$ cat src/rtl/prefetch_unit.sv
// ---------------------------------------------------------------------------
// prefetch_unit
//   Bus-side instruction prefetcher. Forms the physical fetch address from
//   CS:IP, runs word-wide read cycles while the instruction queue has room,
//   and pushes the returned bytes one per cycle into the byte-wide queue.
//   A flush pulse discards the current fetch stream and restarts at the new
//   CS:IP; an in-flight bus cycle is allowed to finish and its data dropped.
//
// Ports
//   clock_i           single clock, all state changes on posedge
//   reset_i           synchronous active-high reset
//   flush_i           one-cycle restart pulse, loads new_cs_i:new_ip_i
//   new_cs_i/new_ip_i CS:IP loaded on flush
//   eu_bus_request_i  execution unit wants the bus; blocks new fetch starts
//   bus_request_o     read cycle in progress (registered)
//   bus_address_o     word-aligned physical address (registered, bit 0 = 0)
//   bus_ready_i       bus completes the cycle; bus_read_data_i valid
//   bus_read_data_i   [7:0] even byte, [15:8] odd byte
//   q_free_i          free byte slots in the instruction queue
//   q_write_enable_o  push q_write_data_o this cycle
//   q_write_data_o    byte to push
//   fetch_ip_o        IP of the next byte to be fetched
//   busy_o            FSM not idle
//
// state   | meaning
// --------+--------------------------------------------------------------
// IDLE    | waiting for queue room and a free bus
// REQUEST | read cycle on the bus, waiting for bus_ready
// PUSH_LO | pushing the even byte of the captured word
// PUSH_HI | pushing the odd byte of the captured word
// DRAIN   | flushed during a bus cycle; waiting for bus_ready, data dropped
// ---------------------------------------------------------------------------
module prefetch_unit #(
    parameter logic [15:0] RESET_CS         = 16'hFFFF,
    parameter logic [15:0] RESET_IP         = 16'h0000,
    parameter int          QUEUE_FREE_WIDTH = 3
) (
    input  logic                        clock_i,
    input  logic                        reset_i,
    input  logic                        flush_i,
    input  logic [15:0]                 new_cs_i,
    input  logic [15:0]                 new_ip_i,
    input  logic                        eu_bus_request_i,
    output logic                        bus_request_o,
    output logic [19:0]                 bus_address_o,
    input  logic                        bus_ready_i,
    input  logic [15:0]                 bus_read_data_i,
    input  logic [QUEUE_FREE_WIDTH-1:0] q_free_i,
    output logic                        q_write_enable_o,
    output logic [7:0]                  q_write_data_o,
    output logic [15:0]                 fetch_ip_o,
    output logic                        busy_o
);

    typedef enum logic [2:0] {
        IDLE,
        REQUEST,
        PUSH_LO,
        PUSH_HI,
        DRAIN
    } state_t;

    localparam logic [QUEUE_FREE_WIDTH-1:0] MIN_FREE = QUEUE_FREE_WIDTH'(2);

    state_t      state_q;
    logic [15:0] cs_q;
    logic [15:0] ip_q;
    logic [15:0] data_q;
    logic [19:0] addr_q;
    logic        bus_req_q;
    logic [19:0] phys_d;
    logic [19:0] addr_d;
    logic        start_d;

    // 20-bit sum wraps naturally; bit 0 dropped to give the word address
    assign phys_d  = {cs_q, 4'b0000} + {4'b0000, ip_q};
    assign addr_d  = {phys_d[19:1], 1'b0};
    assign start_d = (q_free_i >= MIN_FREE) && !eu_bus_request_i;

    always_ff @(posedge clock_i) begin
        if (reset_i) begin
            state_q   <= IDLE;
            cs_q      <= RESET_CS;
            ip_q      <= RESET_IP;
            data_q    <= 16'h0000;
            addr_q    <= 20'h00000;
            bus_req_q <= 1'b0;
        end else if (flush_i) begin
            cs_q <= new_cs_i;
            ip_q <= new_ip_i;
            case (state_q)
                REQUEST, DRAIN: begin
                    // bus cycle cannot be aborted: hold the request until ready
                    if (bus_ready_i) begin
                        state_q   <= IDLE;
                        bus_req_q <= 1'b0;
                    end else begin
                        state_q <= DRAIN;
                    end
                end
                default: state_q <= IDLE;
            endcase
        end else begin
            case (state_q)
                IDLE: begin
                    if (start_d) begin
                        state_q   <= REQUEST;
                        bus_req_q <= 1'b1;
                        addr_q    <= addr_d;
                    end
                end
                REQUEST: begin
                    if (bus_ready_i) begin
                        data_q    <= bus_read_data_i;
                        bus_req_q <= 1'b0;
                        // odd IP only wants the high byte of the word
                        state_q   <= ip_q[0] ? PUSH_HI : PUSH_LO;
                    end
                end
                PUSH_LO: begin
                    ip_q    <= ip_q + 16'd1;
                    state_q <= PUSH_HI;
                end
                PUSH_HI: begin
                    ip_q    <= ip_q + 16'd1;
                    state_q <= IDLE;
                end
                DRAIN: begin
                    if (bus_ready_i) begin
                        bus_req_q <= 1'b0;
                        state_q   <= IDLE;
                    end
                end
                default: begin
                    state_q   <= IDLE;
                    bus_req_q <= 1'b0;
                end
            endcase
        end
    end

    // flush gates the push combinationally so a stale byte never lands
    assign q_write_enable_o = ((state_q == PUSH_LO) || (state_q == PUSH_HI)) && !flush_i;
    assign q_write_data_o   = (state_q == PUSH_LO) ? data_q[7:0]  :
                              (state_q == PUSH_HI) ? data_q[15:8] : 8'h00;
    assign bus_request_o    = bus_req_q;
    assign bus_address_o    = addr_q;
    assign fetch_ip_o       = ip_q;
    assign busy_o           = (state_q != IDLE);

endmodule

$ cat config.mk
export PLATFORM = sky130hd
export DESIGN_NAME = prefetch_unit
export DESIGN_NICKNAME = d
export VERILOG_FILES = /design/src/rtl/prefetch_unit.sv
export SDC_FILE = /design/constraint.sdc
export NUM_CORES = 1
export LEC_CHECK = 0
export CORE_UTILIZATION = 52
export DETAILED_ROUTE_END_ITERATION = 6
export GPL_TIMING_DRIVEN = 0
export HOLD_SLACK_MARGIN = 0.08
export PLACE_DENSITY = 0.86
export SYNTH_ARGS = -nofsm -noshare
export SYNTH_HDL_FRONTEND = slang
export SYNTH_SLANG_ARGS = --single-unit
$ cat constraint.sdc
create_clock -name clock_i -period 3.6 [get_ports clock_i]
set_input_delay 0.72 -clock clock_i [delete_from_list [all_inputs] [get_ports clock_i]]
set_output_delay 0.72 -clock clock_i [all_outputs]
set_load 0.005 [all_outputs]
==> results.md, run 1 <==
- WP data required: 2.88 ns
- Slew HR: 0.573
- Total power: 2.09 mW
- Post-Route WL: 10600 um
- GP Congestion: 0.977
- Pwr Density: 411 nW/um^2
- Tmin final: 3.22 ns
- Ranking of synthesized cells by area: dfxtp_1 38%, nand2_1 8.7%, mux2i_1 6.4%, a21oi_1 6.0%, ha_1 4.4%
- First-pass GRT wire length: 16800 um
- Chip Width: 86.8 um
- Initial antenna violation count: 0
- Final setup viols: 0
- H-tree depth: 3
- Inserted Clock Buffers: 9
- Ant diodes: 0
- Die area: 7530 um^2
- Hold crit path type: reg -> reg
- CTS Buffer Depth: 2
- Initial DRC Count: 182
- Hold Slack: 0.459 ns
- HP Start: bus_address_o[7]$_SDFFE_PP0P_
- NumNets Final: 635
- Via density: 5.62
- Yosys reg bits: 71
- Largest net degree at the start of global routing: 13
- Post-route ant nets: 0
- Netlist cell types: 52
- CP cell instances: clkdlybuf4s50_1, clkbuf_1, clkbuf_1, nor3b_1, clkdlybuf4s50_1
- Critical path class: in -> out
- Worst skew pair latency: 0.36 ns
- RSZ-0062 raised after global routing: no
- Arrival @ worst endpoint: 2.50 ns
- Critical path capture point type: primary output
- Peak supply drop: 0.228 mV
- Max Cap Violations: 0
- Pre-antenna DRT Iters: 5
- Clk sinks: 71
- Top-count cell post-synth: nand2_1
- Synth cell count leaders: 87 x nand2_1, 71 x dfxtp_1, 45 x a21oi_1
- LEAKAGE: 1.94 nW
- Top FF cell, synth: dfxtp_1
- Routed wire length per instance: 15.9 um
- DRC Markers: 0
- Period utilisation layout: 0.895
- Register area share after synthesis: 0.380
- Placed insts: 650
- Fraction of layout cells with a size suffix above 1: 0.0772
- Top-area cell type share of the netlist area: 0.380
- Global route hottest layer: met2
- CTS tree: yes
- Slowest Stage Delay on Critical Path: 0.48 ns
- Syn Inst Count: 455
- Max Clock Skew: 0.0169 ns
- GR met2 Demand/Resource: 0.510
- Launch point of the worst reg-to-reg path: fetch_ip_o[6]$_SDFFE_PP0P_
- Slew @ Worst Pin: 0.641 ns
- Crit path max fanout: 10
- Fin. max-slew vios: 0
- Initial Util: 0.544
- Via Count: 3742
- Core Rows: 30
- CP Buf/Inv Count: 4
- # IOs: 103
- Global route total overflow: 0
- Status: finished, final reports clean
- Die H: 86.8 um
- Vias in the first global route: 3630
- Final Hold Fails: 0
- Worst Setup SP: flush_i
- Clock-pin slew on the worst setup and hold paths: 0.09 ns
- Kind of cell adding the most delay to the critical path: buffers and inverters
- Fin util: 0.742
- Global routing met1 resource utilization: 0.339
- EDFF count, synth: 0
- Root buffer cell: clkbuf_8
- Syn Area/Cell: 8.21 um^2
- Post-Synthesis Cell Area: 3740 um^2
- Resized cells post-CTS: 0
- Synth Warn #: 0
- M3 GR Usage: 0.0619
- Syn Nets: 525
- Cell area after layout: 5090 um^2
- Upper clock frequency limit: 310 MHz
- Dpl ws: 0.387 ns
- Post-route setup slack: 0.377 ns
- Cell type with the largest total area after synthesis: dfxtp_1
- P&R area growth vs syn: 36.3%
- DP Area: 4850 um^2
- Worst Setup Start Kind: primary input
- Final non-filler cell total: 666
- Hold Buf Count CTS: 0
- Async SR Flop Fraction: 0
- Core area: 6870 um^2
- Buffers added on ports: 99
- Crit-path slowest cell: clkdlybuf4s50_1
- All-layer global routing usage: 0.288
- Final HPWL DP: 7680 um
- Setup TNS: 0 ns
- Post-CTS Setup Bufs: 0
## path summary, 6_finish.rpt
check	end	slack (ns)	cells past startpoint
max	q_write_enable_o	0.38	5
min	bus_address_o[7]$_SDFFE_PP0P_	0.46	2
max reg2reg	bus_address_o[17]$_SDFFE_PP0P_	1.15	6
min reg2reg	bus_address_o[7]$_SDFFE_PP0P_	0.46	2
## registers in the layout, indices dropped and copies added, names as in the netlist
| signal | count |
|---|---|
| state_q | 3 |
| data_q | 16 |
| bus_request_o | 1 |
| fetch_ip_o | 16 |
| bus_address_o | 19 |
| cs_q | 16 |
## cells in the final DEF, fill, tap and decap left out, drive strengths merged, types with 2 or more instances in the layout
master / n
xnor2: 11
and4: 2
a311oi: 4
xor2: 5
inv: 7
mux2i: 24
nand3: 16
nor2b: 3
bufinv: 3
clkbuf: 28
a311o: 2
a21oi: 45
ha: 13
buf: 17
nand3b: 3
and3: 7
a211o: 2
nor3: 7
o211ai: 4
a31oi: 3
a21o: 10
clkdlybuf4s50: 99
o21ai: 14
o31ai: 3
clkinvlp: 2
o21a: 4
or3: 7
nand2: 87
nor2: 35
a2111oi: 5
nand2b: 4
nor4: 2
dfxtp: 71
a211oi: 7
nand4: 4
## worst min-delay path, cell delays in order (launching register included)
cell     delay, ns
dfxtp_1       0.32
nand2_1       0.05
a21oi_1       0.05
## cells by family after synthesis
group,share of synthesized area
other,0.00100
XOR/XNOR,0.0375
AND/OR/NAND/NOR,0.227
buffers and inverters,0.0522
flip-flops,0.380
multiplexers,0.0643
AO/OA/AOI/OAI,0.189
adder cells (fa/ha/maj),0.0489
## per-layer routing
| metal | routed length [um] | vias up |
|---|---|---|
| met5 | 0 | - |
| met4 | 215 | 0 |
| li1 | - | 1816 |
| met2 | 5280 | 179 |
| met1 | 4280 | 1726 |
| met3 | 791 | 21 |
## report_power, final
group / internal [mW] / switching, mW / leakage, nW / total, mW
sequential: 0.829 / 0.0411 / 0.582 / 0.870
combinational: 0.220 / 0.210 / 1.25 / 0.430
clock: 0.480 / 0.314 / 0.116 / 0.794
total: 1.53 / 0.566 / 1.94 / 2.09
## area by class of cell
cell class	instances	area [um^2]
timing repair buffer	99	991
buffer	34	169
sequential	71	1420
clock buffer	11	141
clock inverter	5	105
fill	542	1770
inverter	7	26.3
multi-input combinational	343	2120
tap	96	120
(Power assumes the default switching activity.)
==> run 2, diff against run 1 <==
CORE_UTILIZATION = 62   (was 52)
DONT_BUFFER_PORTS = 1   (was default)
PLACE_DENSITY = 0.78   (was 0.86)
==> results.md, run 2 (same netlist as run 1, synthesis figures left out) <==
- Status: finished, final reports clean
- # IOs: 103 (unchanged)
- Core Rows: 27 (-10%)
- Initial Util: 0.662 (+0.118)
- Critical path class: reg -> out
- Max Cap Violations: 0 (unchanged)
- Fin. max-slew vios: 0 (unchanged)
- Arrival @ worst endpoint: 1.71 ns (-0.79 ns)
- LEAKAGE: 1.56 nW (-20%)
- Initial antenna violation count: 0 (unchanged)
- Slew @ Worst Pin: 0.676 ns (+0.0358 ns)
- Post-route ant nets: 0 (unchanged)
- Routed wire length per instance: 16.4 um (+3.6%)
- Final HPWL DP: 6610 um (-14%)
- Upper clock frequency limit: 411 MHz (+32%)
- Global route total overflow: 0 (unchanged)
- Worst skew pair latency: 0.35 ns (about the same)
- Total power: 1.82 mW (-13%)
- Most common cell after layout, fill and taps aside: nand2_1
- Root buffer cell: clkbuf_8
- Setup TNS: 0 ns (unchanged)
- H-tree depth: 3 (unchanged)
- Max Clock Skew: 0.00904 ns (-0.00786 ns)
- Slew HR: 0.549 (-0.0238)
- Post-CTS Setup Bufs: 0 (unchanged)
- Clock-pin slew on the worst setup and hold paths: 0.07 ns (-0.02 ns)
- All-layer global routing usage: 0.297 (+0.00845)
- Cell area after layout: 4030 um^2 (-21%)
- Inserted Clock Buffers: 9 (unchanged)
- Chip Width: 79.6 um (-8.2%)
- Ant diodes: 0 (unchanged)
- Tmin final: 2.43 ns (-0.789 ns)
- Core area: 5640 um^2 (-18%)
- Vias in the first global route: 2997 (-17%)
- NumNets Final: 536 (-16%)
- Most frequent cells in the layout: 87 x nand2_1, 71 x dfxtp_1, 45 x a21oi_1
- Largest net degree at the start of global routing: 13 (unchanged)
- RSZ-0062 raised after global routing: no
- Initial DRC Count: 156 (-14%)
- Pre-antenna DRT Iters: 4 (-1)
- Hold Buf Count CTS: 0 (unchanged)
- CTS tree: yes
- Fraction of layout cells with a size suffix above 1: 0.0955 (+0.0183)
- WP data required: 2.88 ns (about the same)
- GP Congestion: 0.917 (-6.1%)
- Die area: 6340 um^2 (-16%)
- Resized cells post-CTS: 0 (unchanged)
- Critical path capture point type: primary output
- CTS Buffer Depth: 2 (unchanged)
- Clk sinks: 71 (unchanged)
- Peak supply drop: 0.330 mV (+45%)
- Number of flip-flops in the largest register: 19 (unchanged)
- P&R area growth vs syn: 7.70%
- Via density: 5.85 (+4.1%)
- DP Area: 3830 um^2 (-21%)
- Post-Route WL: 8930 um (-16%)
- Final setup viols: 0 (unchanged)
- Period utilisation layout: 0.676 (-0.219)
- Hold crit path type: in -> reg
- Final Hold Fails: 0 (unchanged)
- Buffers added on ports: 0 (-100%)
- Pwr Density: 452 nW/um^2 (+9.9%)
- DRC Markers: 0 (unchanged)
- Via Count: 3175 (-15%)
- Crit path max fanout: 10 (unchanged)
- Die H: 79.6 um (-8.2%)
- Worst Setup Start Kind: register
- First-pass GRT wire length: 14200 um (-16%)
==> run 2: changes by cell type in the layout (fill, tap and decap cells not counted) <==
cell / previous run / this run
bufinv_16: 3 / 1
clkbuf_1: 18 / 17
clkinv_2: 0 / 3
clkdlybuf4s50_1: 99 / 0
==> run 2: per-layer routing <==
| metal | track usage | vias to the layer above | share of wire |
|---|---|---|---|
| li1 | - | 1613 | - |
| met1 | 0.356 | 1435 | 0.42 |
| met2 | 0.495 | 106 | 0.48 |
| met3 | 0.0629 | 21 | 0.073 |
| met4 | 0.156 | 0 | 0.028 |
| met5 | 0 | - | 0 |
==> run 2: final timing paths <==
kind	cells after the start	startpoint	slack, ns	endpoint
hold / removal	1	bus_ready_i	0.45	state_q[2]$_SDFFE_PP0P_
hold reg to reg	2	data_q[15]$_SDFFE_PP0P_	0.46	data_q[15]$_SDFFE_PP0P_
setup reg to reg	6	fetch_ip_o[6]$_SDFFE_PP0P_	1.24	bus_address_o[19]$_SDFFE_PP0P_
setup / recovery	4	state_q[0]$_SDFFE_PP0P_	1.17	q_write_data_o[7]
==> run 2: cell type report <==
cell class,count,area (um^2)
Fill cell,475,1620
Buffer,34,169
Sequential cell,71,1420
Multi-Input combinational cell,343,2120
Tap cell,72,90.1
Clock buffer,10,138
Inverter,7,26.3
Clock inverter,6,60.1
==> run 2: worst max-delay path, cell delays in order (launching register included) <==
cell and delay (ns):
dfxtp_1 0.31, buf_4 0.15, clkbuf_1 0.53, mux2i_1 0.28, nor2_1 0.08
==> run 2: through the flow <==
stage               hold slack, ns   util  std cells  setup WS, ns
global route                 0.453  0.713        543          1.02
CTS                          0.434  0.713        543          1.17
finish                       0.445  0.713        543          1.17
detailed placement           0.446  0.678        527          1.24
global placement             0.443  0.678        527          1.27
floorplan                    0.436      -        455          1.45
==> run 2: power by group <==
group / switching (mW) / internal, mW / leakage, nW
Combinational: 0.176 / 0.125 / 0.877
Clock: 0.311 / 0.335 / 0.0981
Sequential: 0.0439 / 0.829 / 0.582
Total: 0.531 / 1.29 / 1.56
==> run 3, diff against run 2 <==
CORE_UTILIZATION = 57   (was 62)
PLACE_DENSITY = 0.75   (was 0.78)
clock period = 2.2 ns   (was 3.6 ns; I/O delays follow)
==> results.md, run 3 (same netlist as run 1, synthesis figures left out) <==
- Root buffer cell: clkbuf_8
- Inserted Clock Buffers: 9 (unchanged)
- Core Rows: 29 (+7.4%)
- Min-Delay Endpoint: state_q[2]$_SDFFE_PP0P_
- M1 WL: 3860 um (+3.2%)
- Reg2reg setup slack: 0.03 ns (-1.21 ns)
- Pre-antenna DRT Iters: 4 (unchanged)
- Worst skew pair latency: 0.35 ns (about the same)
- Chip Width: 83.0 um (+4.2%)
- First-pass GRT wire length: 14700 um (+3.9%)
- Cell area after layout: 4150 um^2 (+3.2%)
- NumNets Final: 537 (+0.19%)
- Fraction of layout cells with a size suffix above 1: 0.123 (+0.0273)
- Clk sinks: 71 (unchanged)
- Initial antenna violation count: 0 (unchanged)
- Die H: 83.0 um (+4.2%)
- Die area: 6880 um^2 (+8.6%)
- Final setup viols: 0 (unchanged)
- RSZ-0062 raised after global routing: yes
- H-tree depth: 3 (unchanged)
- All-layer global routing usage: 0.267 (-0.0294)
- Period utilisation layout: 0.985
- DRC Markers: 0 (unchanged)
- Slew @ Worst Pin: 0.634 ns (-0.0424 ns)
- GP Congestion: 0.865 (-5.6%)
- Via density: 5.89 (+0.78%)
- Post-route ant nets: 0 (unchanged)
- Crit-path slowest cell: a311o_1
- Worst Setup Start Kind: register
- Core area: 6350 um^2 (+13%)
- Number of flip-flops in the largest register: 19 (unchanged)
- Final HPWL DP: 6640 um (+0.44%)
- Most frequent cells in the layout: 87 x nand2_1, 68 x dfxtp_1, 43 x a21oi_1
- HP Start: bus_ready_i
- Status: finished, final reports clean
- Setup TNS: 0 ns (unchanged)
- Tmin final: 2.17 ns
- Max Cap Violations: 0 (unchanged)
- Fin. max-slew vios: 0 (unchanged)
- Peak supply drop: 0.450 mV (+36%)
- Post-Route WL: 9280 um (+3.9%)
- Global route total overflow: 0 (unchanged)
- Clock-pin slew on the worst setup and hold paths: 0.08 ns (about the same)
- Met2 wire length: 4600 um (+7.3%)
- Max layer used: met4
- Ant diodes: 0 (unchanged)
- Slowest Stage Delay on Critical Path: 0.43 ns (-0.10 ns)
- Worst r2r dst: bus_address_o[16]$_SDFFE_PP0P_
- Largest net degree at the start of global routing: 12 (-1)
- Initial Util: 0.589 (-0.0739)
- Arrival @ worst endpoint: 2.41 ns (+0.70 ns)
- Critical path capture point type: register
- Final Hold Fails: 0 (unchanged)
- Hold Slack: 0.174 ns (-0.271 ns)
- CTS tree: yes
- Buffers added on ports: 0 (unchanged)
- Launch point of the worst reg-to-reg path: fetch_ip_o[4]$_SDFFE_PP0P_
- Initial DRC Count: 100 (-36%)
- Metal3 WL: 670 um (+2.3%)
- P&R area growth vs syn: 11.1%
- Vias in the first global route: 3131 (+4.5%)
- Hold crit path type: in -> reg
- WHS Path Cells: 1 (unchanged)
- Routed wire length per instance: 16.9 um (+2.7%)
- DP Area: 3830 um^2 (+0.16%)
- Via Count: 3235 (+1.9%)
- Max Clock Skew: 0.00768 ns (-0.00137 ns)
- Fill count: 545 (+15%)
- LEAKAGE: 1.59 nW (+1.8%)
- # IOs: 103 (unchanged)
- Most common cell after layout, fill and taps aside: nand2_1
- Slew HR: 0.577 (+0.0283)
- Upper clock frequency limit: 462 MHz
- Critical path class: reg -> reg
- CTS Buffer Depth: 2 (unchanged)
- CP most frequent cell: a311o_1
- Crit path max fanout: 5 (-5)
- WP data required: 2.44 ns (-0.44 ns)
- Reg2Reg Depth: 7 (+1)
- CP cell instances: ha_4, fa_2, a21o_1, a311o_1, nand3_2, a2111oi_2, a311o_1
- Pwr Density: 759 nW/um^2 (+68%)
## run 3: per-layer routing
metal | track usage | vias to the layer above
met2 | 0.469 | 94
li1 | - | 1619
met1 | 0.309 | 1510
met3 | 0.0825 | 12
met4 | 0.0862 | 0
met5 | 0 | -
## run 3: metrics by stage
step | instances | power [mW] | setup WS, ns | util
finish | 549 | 3.15 | 0.0333 | 0.654
global route | 549 | 3.28 | -0.0388 | 0.654
CTS | 548 | 3.12 | 0.000245 | 0.640
detailed placement | 532 | 1.95 | -0.154 | 0.604
global placement | 532 | 1.93 | -0.125 | 0.604
floorplan | 455 | 1.84 | 0.0502 | -
## run 3: worst max path at each step
stage	startpoint	end	slack (ns)	cells after the start
after floorplan	fetch_ip_o[4]$_SDFFE_PP0P_	bus_address_o[18]$_SDFFE_PP0P_	0.05	7
after global placement	fetch_ip_o[6]$_SDFFE_PP0P_	bus_address_o[17]$_SDFFE_PP0P_	-0.12	6
after detailed placement	fetch_ip_o[6]$_SDFFE_PP0P_	bus_address_o[17]$_SDFFE_PP0P_	-0.15	6
after CTS	fetch_ip_o[4]$_SDFFE_PP0P_	bus_address_o[18]$_SDFFE_PP0P_	0.0002	7
after global routing	fetch_ip_o[4]$_SDFFE_PP0P_	bus_address_o[16]$_SDFFE_PP0P_	-0.04	7
final	fetch_ip_o[4]$_SDFFE_PP0P_	bus_address_o[16]$_SDFFE_PP0P_	0.03	7
## run 3: worst max-delay path, delay by kind of cell (launching register included)
| kind | cells | cell delay [ns] |
|---|---|---|
| simple gates | 1 | 0.16 |
| flops | 1 | 0.38 |
| compound gates | 4 | 0.98 |
| fa+ha+maj | 2 | 0.53 |
## run 3: what timing repair did
item,CTS,global route
endpoints found under the hold margin,0,0
setup endpoints to repair,7,13
buffers inserted,0,2
gates resized for setup,4,17
pin swaps,2,6
hold buffers,0,0
## run 3: cell type report
class / count / area (um^2) / share of cell area
Multi-Input combinational cell: 343 / 2200 / 0.530
Clock inverter: 3 / 65.1 / 0.0157
Timing Repair Buffer: 2 / 15.0 / 0.00361
Inverter: 7 / 26.3 / 0.00633
Buffer: 33 / 165 / 0.0398
Sequential cell: 71 / 1430 / 0.344
Tap cell: 77 / 96.3 / 0.0232
Clock buffer: 13 / 159 / 0.0383
## run 3: report_power, final
part,internal [mW],switching [mW]
clock network,0.700,0.493
logic,0.222,0.300
registers,1.36,0.0784
